### src/rtl/misr_signature_compactor.sv
// -----------------------------------------------------------------------------
// misr_signature_compactor
//
// Purpose
//   Output-response compactor placed directly after the adder-subtractor CUT.
//   One CUT response is absorbed per applied test vector into a WIDTH-bit
//   multiple-input signature register (MISR). After VEC_COUNT responses the
//   block stops, holds the signature, and reports pass/fail against a golden
//   signature. One end-of-test compare replaces a per-vector comparison.
//
// Optional feature
//   MISR_DIRECT_CMP_EN : when defined, adds a per-vector direct comparison
//   against a fault-free reference stream. It provides a sticky mismatch flag
//   and the index of the first failing vector, and gates pass with !mismatch.
//   When undefined, those ports and their logic are absent.
//
// Ports
//   clk        in   1      rising-edge clock
//   rst_n      in   1      synchronous active-low reset
//   start      in   1      begin a run; honoured in IDLE and DONE only
//   in_valid   in   1      in_data carries a CUT response this cycle
//   in_data    in   WIDTH  CUT response
//   golden     in   WIDTH  expected signature; only meaningful in DONE
//   busy       out  1      high while a run is in progress
//   done       out  1      high (level) once VEC_COUNT responses are absorbed
//   pass       out  1      done && signature == golden (0 outside DONE)
//   signature  out  WIDTH  current MISR contents
//   vec_idx    out  CNT_W  responses absorbed in this run
//   dbgState   out  2      FSM state: 0 = IDLE, 1 = RUN, 2 = DONE
//   ref_valid  in   1      (MISR_DIRECT_CMP_EN) qualifies ref_data with in_valid
//   ref_data   in   WIDTH  (MISR_DIRECT_CMP_EN) fault-free response
//   mismatch   out  1      (MISR_DIRECT_CMP_EN) sticky response mismatch
//   first_fail out  CNT_W  (MISR_DIRECT_CMP_EN) vec_idx of first mismatch
//
// Input handshake
//   in_valid is a pure valid strobe with no back-pressure: a response is
//   consumed on every rising edge where in_valid is high and the FSM is in
//   RUN. Responses presented in IDLE or DONE are dropped. Gaps (in_valid low)
//   are allowed for any length; nothing times out.
// -----------------------------------------------------------------------------
module misr_signature_compactor #(
    parameter int               WIDTH     = 9,
    parameter logic [WIDTH-1:0] POLY      = 9'h011,
    parameter logic [WIDTH-1:0] SEED      = 9'h000,
    parameter int               VEC_COUNT = 114,
    localparam int              CNT_W     = $clog2(VEC_COUNT + 1)
) (
    input  logic             clk,
    input  logic             rst_n,
    input  logic             start,
    input  logic             in_valid,
    input  logic [WIDTH-1:0] in_data,
    input  logic [WIDTH-1:0] golden,
`ifdef MISR_DIRECT_CMP_EN
    input  logic             ref_valid,
    input  logic [WIDTH-1:0] ref_data,
    output logic             mismatch,
    output logic [CNT_W-1:0] first_fail,
`endif
    output logic             busy,
    output logic             done,
    output logic             pass,
    output logic [WIDTH-1:0] signature,
    output logic [CNT_W-1:0] vec_idx,
    output logic [1:0]       dbgState
);

    // -------------------------------------------------------------------------
    // Elaboration-time sanity: a run must absorb at least one response.
    // -------------------------------------------------------------------------
    if (VEC_COUNT < 1) begin : gBadVecCount
        $error("misr_signature_compactor: VEC_COUNT must be >= 1");
    end

    // Index of the response that completes a run.
    localparam logic [CNT_W-1:0] LAST_IDX = CNT_W'(VEC_COUNT - 1);
    localparam logic [CNT_W-1:0] IDX_ONE  = CNT_W'(1);

    typedef enum logic [1:0] {
        ST_IDLE = 2'd0,
        ST_RUN  = 2'd1,
        ST_DONE = 2'd2
    } stateT;

    stateT            state;
    stateT            nextState;

    logic [WIDTH-1:0] sigReg;
    logic [CNT_W-1:0] vecIdxReg;
    logic             busyReg;
    logic             doneReg;

    // Control strobes produced by the next-state logic.
    logic             loadSeed;   // reseed signature and clear the counter
    logic             absorb;     // fold in_data into the signature

    logic [WIDTH-1:0] sigShifted;
    logic [WIDTH-1:0] sigNext;

    // -------------------------------------------------------------------------
    // MISR step: shift left by one, feed the bit shifted out back through the
    // polynomial taps, then XOR the parallel response in. Pure XOR, no carries.
    // -------------------------------------------------------------------------
    always_comb begin
        sigShifted = {sigReg[WIDTH-2:0], 1'b0};
        sigNext    = sigShifted ^ (sigReg[WIDTH-1] ? POLY : '0) ^ in_data;
    end

    // -------------------------------------------------------------------------
    // Next-state logic
    // -------------------------------------------------------------------------
    always_comb begin
        nextState = state;
        loadSeed  = 1'b0;
        absorb    = 1'b0;
        case (state)
            ST_IDLE: begin
                if (start) begin
                    nextState = ST_RUN;
                    loadSeed  = 1'b1;
                end
            end
            ST_RUN: begin
                // start is deliberately not examined here: only reset aborts.
                if (in_valid) begin
                    absorb = 1'b1;
                    if (vecIdxReg == LAST_IDX) begin
                        nextState = ST_DONE;
                    end
                end
            end
            ST_DONE: begin
                if (start) begin
                    nextState = ST_RUN;
                    loadSeed  = 1'b1;
                end
            end
            default: begin
                nextState = ST_IDLE;
            end
        endcase
    end

    // -------------------------------------------------------------------------
    // State register and datapath. busy/done are registered from nextState so
    // they line up exactly with the state they decode.
    // -------------------------------------------------------------------------
    always_ff @(posedge clk) begin
        if (!rst_n) begin
            state     <= ST_IDLE;
            sigReg    <= SEED;
            vecIdxReg <= '0;
            busyReg   <= 1'b0;
            doneReg   <= 1'b0;
        end else begin
            state   <= nextState;
            busyReg <= (nextState == ST_RUN);
            doneReg <= (nextState == ST_DONE);
            if (loadSeed) begin
                sigReg    <= SEED;
                vecIdxReg <= '0;
            end else if (absorb) begin
                sigReg    <= sigNext;
                vecIdxReg <= vecIdxReg + IDX_ONE;
            end
        end
    end

`ifdef MISR_DIRECT_CMP_EN
    // -------------------------------------------------------------------------
    // Direct response comparison. Only responses that are actually absorbed
    // are compared, so the recorded index matches the vector number in the
    // signature. The first mismatch index is captured once and held.
    // -------------------------------------------------------------------------
    logic             mismatchReg;
    logic [CNT_W-1:0] firstFailReg;
    logic             compareHit;

    always_comb begin
        compareHit = absorb && ref_valid && (in_data != ref_data);
    end

    always_ff @(posedge clk) begin
        if (!rst_n) begin
            mismatchReg  <= 1'b0;
            firstFailReg <= '0;
        end else if (loadSeed) begin
            mismatchReg  <= 1'b0;
            firstFailReg <= '0;
        end else if (compareHit && !mismatchReg) begin
            mismatchReg  <= 1'b1;
            firstFailReg <= vecIdxReg;
        end
    end

    assign mismatch   = mismatchReg;
    assign first_fail = firstFailReg;
    assign pass       = doneReg && (sigReg == golden) && !mismatchReg;
`else
    // Signature compare only; golden is live combinationally while in DONE.
    assign pass       = doneReg && (sigReg == golden);
`endif

    assign busy      = busyReg;
    assign done      = doneReg;
    assign signature = sigReg;
    assign vec_idx   = vecIdxReg;
    assign dbgState  = state;

endmodule

### config.mk
export PLATFORM = sky130hd
export DESIGN_NAME = misr_signature_compactor
export DESIGN_NICKNAME = d
export VERILOG_FILES = /design/src/rtl/misr_signature_compactor.sv
export SDC_FILE = /design/constraint.sdc
export NUM_CORES = 1
export LEC_CHECK = 0
export ABC_AREA = 1
export CAP_MARGIN = 20
export CORE_MARGIN = 4
export CORE_UTILIZATION = 38
export DETAILED_ROUTE_END_ITERATION = 7
export HOLD_SLACK_MARGIN = 0.02
export MAX_ROUTING_LAYER = met4
export PLACE_DENSITY = 0.75
export SYNTH_ARGS = -nofsm -noshare
export SYNTH_HDL_FRONTEND = slang
export SYNTH_SLANG_ARGS = --single-unit
### constraint.sdc
create_clock -name clk -period 1.1 [get_ports clk]
set_input_delay 0.22 -clock clk [delete_from_list [all_inputs] [get_ports clk]]
set_output_delay 0.22 -clock clk [all_outputs]
set_load 0.01 [all_outputs]
==> results.py, run 1 <==
metrics = {
    "outcome": {
        "outcome": "complete, but fails checks",
        "failed_checks": "negative setup slack",
    },
    "floorplanning": {
        "io_pins": 43,
        "rows": 18,
        "die_area_um2": 3660,
        "dieWidth_um": 60.5,
        "die_y_um": 60.5,
        "design.core.area_um2": 2540,
        "start_util_pct": 41.1,
    },
    "worst_setup_path": {
        "crit_path_max_fanout": 2,
        "endpoint_kind": "primary output",
        "arrival_ps": 1240,
        "start_kind": "input port",
        "slowest_stage": "clkdlybuf4s50_1",
        "crit_chain": "clkdlybuf4s50_1, o21ai_1, nor2_1, nand3_1, nor2_2, buf_2",
        "max_stage_delay_ps": 500,
        "crit_type": "input port to primary output",
        "r2r_slack_ps": -30,
        "worstPathRequired_ps": 880,
    },
    "timing": {
        "tightest_slew_ps": 203,
        "setup_violations": 10,
        "rsz0062_at_grt": "yes",
        "finalWorstSetupSlack_ps": -357,
        "post-route-min-period_ps": 1460,
        "finalSetupTns_ps": -574,
        "post-route-period-util_pct": 132,
        "fmax_mhz": 686,
        "hold-worst-slack_ps": 505,
        "fin_skew_ps": 2.47,
        "hold_viol": 0,
        "relSlewSlack_pct": 86.5,
        "maxSlewViolCount": 0,
    },
    "yosys": {
        "synth_mux_area_share_pct": 0,
        "syn-num-nets": 171,
        "synth_cell_types": 19,
        "yosys.area_share.adder_pct": 2.39,
        "synth_compound_area_share_pct": 10.0,
        "synth_simple_gate_area_share_pct": 28.6,
        "ys_seq_area_share_pct": 38.3,
        "synth_xor_area_share_pct": 12.6,
        "netlist_area_um2": 1050,
        "synth_top_family_by_area": "simple AND/OR/NAND/NOR gates",
        "synth_cells": 147,
        "avgSynthCellArea_um2": 7.12,
        "ys_ff_latch": 20,
        "yosys_warnings": 0,
        "synth_area_leader_cell": "dfxtp_1",
        "synth_top_area_share_pct": 38.3,
        "synth_area_leaders": "dfxtp_1 (38%), nand2_1 (13%), xor2_1 (8.4%)",
    },
    "power": {
        "vdd.ir_drop.worst_mv": 0.697,
        "power.density_nw_per_um2": 767,
        "power_leakage_nw": 0.914,
    },
    "global_route": {
        "grt_max_degree": 11,
        "antenna_found_initial": 0,
        "use_met3_pct": 1.91,
        "grt_pass1_vias": 1256,
        "busiest_layer": "met2",
        "track_usage_pct": 18.5,
        "met2_usage_pct": 34.3,
        "overflow": 0,
        "grt_use_met1_pct": 20.8,
        "grt_pass1_wl_um": 5060,
    },
    "placed_design": {
        "port-buffer-count": 42,
        "place.gp.congestion": 0.802,
        "dp.cells": 245,
        "place_hpwl_um": 2200,
    },
    "clock_tree": {
        "postCtsHoldBufs": 0,
        "clock-root-buffer": "clkbuf_4",
        "path_clk_slew_ps": 100,
        "cts.sinks": 20,
        "ctsHtreeMaxLevel": 1,
        "cts_tree": "yes",
        "clk_path_buf_depth": 2,
        "clkLatencyLatePin_ps": 300,
        "cts_buffers": 3,
    },
    "routing": {
        "drc_errors": 0,
        "wl_per_cell_um": 12.8,
        "routed_wl_um": 3270,
        "ant_nets": 0,
        "drt_iter0_drc": 60,
        "viasPerCell": 4.82,
        "num_vias": 1233,
        "dr.pass1.iters": 4,
    },
    "flow_run": {
        "max-cap-violations": 0,
    },
    "hold_path": {
        "hold_path_class": "input port to flop",
    },
    "layout": {
        "drive_gt1_share_pct": 50.0,
        "synthToLayoutAreaGrowth_pct": 87.6,
        "final_cells": 256,
        "diodes": 0,
        "fin_nets": 252,
    },
}
[Yosys cell counts]
library cell	count
nand3_4	1
ha_1	2
nand3_1	6
or2_2	1
nand4_1	3
buf_4	1
nor2_2	1
o21ai_1	1
o21ai_0	7
nor2_1	18
nand2_2	1
nand2_4	1
clkinv_2	2
a21oi_1	13
nand2_1	36
inv_1	18
xnor2_1	5
xor2_1	10
dfxtp_1	20
[logic make-up after synthesis]
| family | count (synthesis) |
|---|---|
| simple gates | 68 |
| compound gates | 21 |
| buf+inv | 21 |
| flops | 20 |
| xor+xnor | 15 |
| fa+ha+maj | 2 |
[metal layers]
metal  part of all wire, %  vias to the layer above
met5                     0                        -
met4                   1.2                        0
li1                      -                      619
met2                    52                       38
met3                   4.7                        5
met1                    42                      571
[path summary, 6_finish.rpt]
| path | from | end | cells past startpoint |
|---|---|---|---|
| worst max register to register | vec_idx[1] | done | 8 |
| worst min register to register | dbgState[1] | dbgState[1] | 3 |
| worst min-delay path | in_valid | busy | 4 |
| worst max-delay path | golden[4] | pass | 6 |
[flip-flops by register name (all words and copies together) (netlist names)]
register   count
dbgState       2
vec_idx        7
done           1
busy           1
signature      9
[cell type report]
class	count	area [um2]
Timing Repair Buffer	77	684
Clock buffer	3	22.5
Sequential cell	20	430
Fill cell	176	583
Inverter	20	85.1
Multi-Input combinational cell	106	702
Tap cell	30	37.5
[stage by stage]
step | util, % | cell area [um2] | worst slack, ps | total power [mW]
finish | 77.1 | 1960 | -357 | 1.51
global route | 77.1 | 1960 | -484 | 1.59
CTS | 71.6 | 1820 | -324 | 1.45
detailed placement | 67.1 | 1710 | -772 | 1.10
global placement | 67.1 | 1710 | -752 | 1.09
floorplan | - | 1050 | 8.05 | 0.905
[worst max-delay path, delay by kind of cell]
family / cells / cell delay, ps
and+or+nand+nor: 3 / 300
buffers and inverters: 2 / 640
AOI/OAI and AO/OA: 1 / 80
[cell usage in the layout (no fill, tap or decap), types with 3 or more instances in the layout]
master | Yosys | routed
dfxtp_2 | 0 | 15
buf_4 | 1 | 24
o21ai_2 | 0 | 4
a21oi_2 | 0 | 3
nor2_1 | 18 | 14
nand2_4 | 1 | 3
dfxtp_4 | 0 | 3
nand4_1 | 3 | 3
nor2_2 | 1 | 3
buf_2 | 0 | 11
inv_2 | 0 | 7
nand2_1 | 36 | 31
xor2_1 | 10 | 10
clkdlybuf4s50_1 | 0 | 19
o21ai_1 | 1 | 3
nand3_1 | 6 | 4
buf_6 | 0 | 17
a21oi_1 | 13 | 9
xnor2_1 | 5 | 3
inv_1 | 18 | 11
nand2_2 | 1 | 4
clkbuf_4 | 0 | 3
[report_power, final]
group,internal [mW],switching (mW)
sequential,0.742,0.0176
combinational,0.227,0.179
clock,0.128,0.213
total,1.10,0.409
[repair_timing]
item                                    in CTS  in global routing
buffers inserted                             4                  7
endpoints found under the setup margin      29                 30
resized for setup                          115                 53
pin swaps                                    9                 18
(Power assumes the default switching activity.)
==> run 2, diff against run 1 <==
--- a/config.mk
+++ b/config.mk
@@ -16,3 +16,4 @@
 export SYNTH_ARGS = -nofsm -noshare
 export SYNTH_HDL_FRONTEND = slang
 export SYNTH_SLANG_ARGS = --single-unit
+export TNS_END_PERCENT = 20
==> run 2 against run 1 <==
The flow still finishes with violations (negative setup slack); sequential power is essentially flat; die area is the same; global-route usage grew 0.53 points; design area shrank 2.7%; routed wire length grew 6.1%; total power grew 4.8%; final cell count shrank 1.6%; first-iteration DRC count shrank 38%; maximum frequency shrank 1.1%; flip-flop and latch count is the same; clock power grew 23%; worst hold slack gained 7.0 ps; highest routed layer unchanged.
==> results.py, run 2 (same netlist as run 1, synthesis figures left out) <==
metrics = {
    "outcome": {
        "outcome": "complete, but fails checks",
        "failed_checks": "negative setup slack",
    },
    "floorplanning": {
        "die_y_um": 60.5,
        "design.core.area_um2": 2540,
        "die_area_um2": 3660,
        "rows": 18,
        "io_pins": 43,
        "dieWidth_um": 60.5,
        "start_util_pct": 41.1,
    },
    "timing": {
        "finalSetupTns_ps": -619,
        "rsz0062_at_grt": "yes",
        "maxSlewViolCount": 0,
        "tightest_slew_ps": 221,
        "relSlewSlack_pct": 85.2,
        "post-route-min-period_ps": 1470,
        "setup_violations": 14,
        "finalWorstSetupSlack_ps": -373,
        "post-route-period-util_pct": 134,
        "fmax_mhz": 679,
        "hold_viol": 0,
        "fin_skew_ps": 7.26,
    },
    "placed_design": {
        "dp.cells": 243,
        "place.gp.congestion": 0.861,
        "port-buffer-count": 42,
        "placed_area_um2": 1700,
        "place_hpwl_um": 2300,
    },
    "power": {
        "clkPwrFrac_pct": 26.5,
        "p_seq_share_pct": 48.3,
        "power_leakage_nw": 0.901,
        "power_frac_comb_pct": 25.2,
        "p_switching_mw": 0.410,
        "power.density_nw_per_um2": 826,
        "swShare_pct": 26.0,
        "internal_power_mw": 1.17,
        "vdd.ir_drop.worst_mv": 0.874,
    },
    "layout": {
        "final_common_cell": "nand2_1",
        "diodes": 0,
        "largest_register_ffs": 9,
        "fin_nets": 247,
        "final_cells": 252,
        "layout_common_cells": "nand2_1 (30), buf_4 (20), clkdlybuf4s50_1 (19)",
        "synthToLayoutAreaGrowth_pct": 82.5,
        "drive_gt1_share_pct": 47.7,
        "post-route-cell-area_um2": 1910,
        "fillCellCount": 188,
    },
    "worst_setup_path": {
        "slowest_stage": "dfxtp_2",
        "arrival_ps": 1250,
        "crit_path_max_fanout": 3,
        "endpoint_kind": "primary output",
        "crit_chain": "inv_2, nand2_1, o21ai_1, nor2_1, nand3_1, nor2_2, buf_2",
        "max_stage_delay_ps": 350,
        "start_kind": "flop",
        "crit_type": "flop to primary output",
        "worstPathRequired_ps": 880,
    },
    "routing": {
        "ant_nets": 0,
        "routed_wl_um": 3470,
        "wl_per_cell_um": 13.8,
        "dr.pass1.iters": 4,
        "drt_iter0_drc": 37,
        "num_vias": 1228,
        "drc_errors": 0,
        "viasPerCell": 4.87,
    },
    "clock_tree": {
        "cts_buffers": 3,
        "clock-root-buffer": "clkbuf_4",
        "cts.sinks": 20,
        "clk_path_buf_depth": 2,
        "postCtsHoldBufs": 0,
        "ctsHtreeMaxLevel": 1,
        "clkLatencyLatePin_ps": 300,
        "path_clk_slew_ps": 100,
        "cts_tree": "yes",
    },
    "global_route": {
        "grt_pass1_wl_um": 5140,
        "grt_pass1_vias": 1235,
        "overflow": 0,
        "track_usage_pct": 19.1,
        "antenna_found_initial": 0,
        "grt_max_degree": 13,
    },
    "hold_path": {
        "hold_path_class": "input port to flop",
    },
    "flow_run": {
        "max-cap-violations": 0,
    },
}
[run 2: changes by cell type in the layout (fill, tap and decap cells not counted), moves of 2 or more]
cell / before / now
buf_4: 24 / 20
o21ai_2: 4 / 1
clkbuf_2: 1 / 3
buf_2: 11 / 9
o21ai_0: 1 / 3
[run 2: layout make-up]
cell class / instances / area, um2 / share of cell area [%]
clock buffer: 4 / 36.3 / 1.90
inverter: 20 / 83.8 / 4.39
multi-input combinational: 106 / 669 / 35.1
sequential: 20 / 428 / 22.4
tap: 30 / 37.5 / 1.97
timing repair buffer: 72 / 654 / 34.3
[run 2: layer usage]
layer  GRT usage, %  vias up  part of all wire, %
met2           34.9       44                   53
met4           5.88        0                  1.0
met5              -        -                    0
li1               -      610                    -
met3           2.98        4                  6.8
met1           21.1      570                   39
[run 2: final timing paths]
path                     start          end  slack [ps]  cells past startpoint
setup / recovery  signature[0]         pass        -370                      7
hold / removal        in_valid  dbgState[0]         510                      4
setup reg to reg    vec_idx[0]   vec_idx[2]         -50                      5
hold reg to reg    dbgState[1]  dbgState[1]         550                      3
[run 2: critical path: cells and delay by family (launching register included)]
| kind | cells | cell delay [ps] |
|---|---|---|
| buffers and inverters | 2 | 180 |
| AO/OA/AOI/OAI | 1 | 60 |
| AND/OR/NAND/NOR | 4 | 370 |
| flip-flops | 1 | 350 |
[run 2: stage by stage]
step	setup slack [ps]	util, %	power, mW	hold slack [ps]
after global placement	-751	66.9	1.09	530
final	-373	75.0	1.58	512
after CTS	-360	70.1	1.53	490
after floorplan	-19.3	-	0.904	382
after global routing	-465	75.0	1.65	527
after detailed placement	-801	66.9	1.10	533
[run 2: power by group through the flow]
stage / sequential (mW) / combinational, mW / clock (mW)
3_5_place_dp: 0.775 / 0.326 / 0
2_1_floorplan: 0.791 / 0.113 / 0
5_1_grt: 0.764 / 0.431 / 0.457
4_1_cts: 0.761 / 0.336 / 0.430
6_report: 0.762 / 0.398 / 0.418
3_3_place_gp: 0.774 / 0.319 / 0
[run 2: timing repair]
item,CTS,global route
setup endpoints to repair,30,33
buffers inserted,1,4
cloned,0,1
gates resized for setup,116,40
pin swaps,7,8
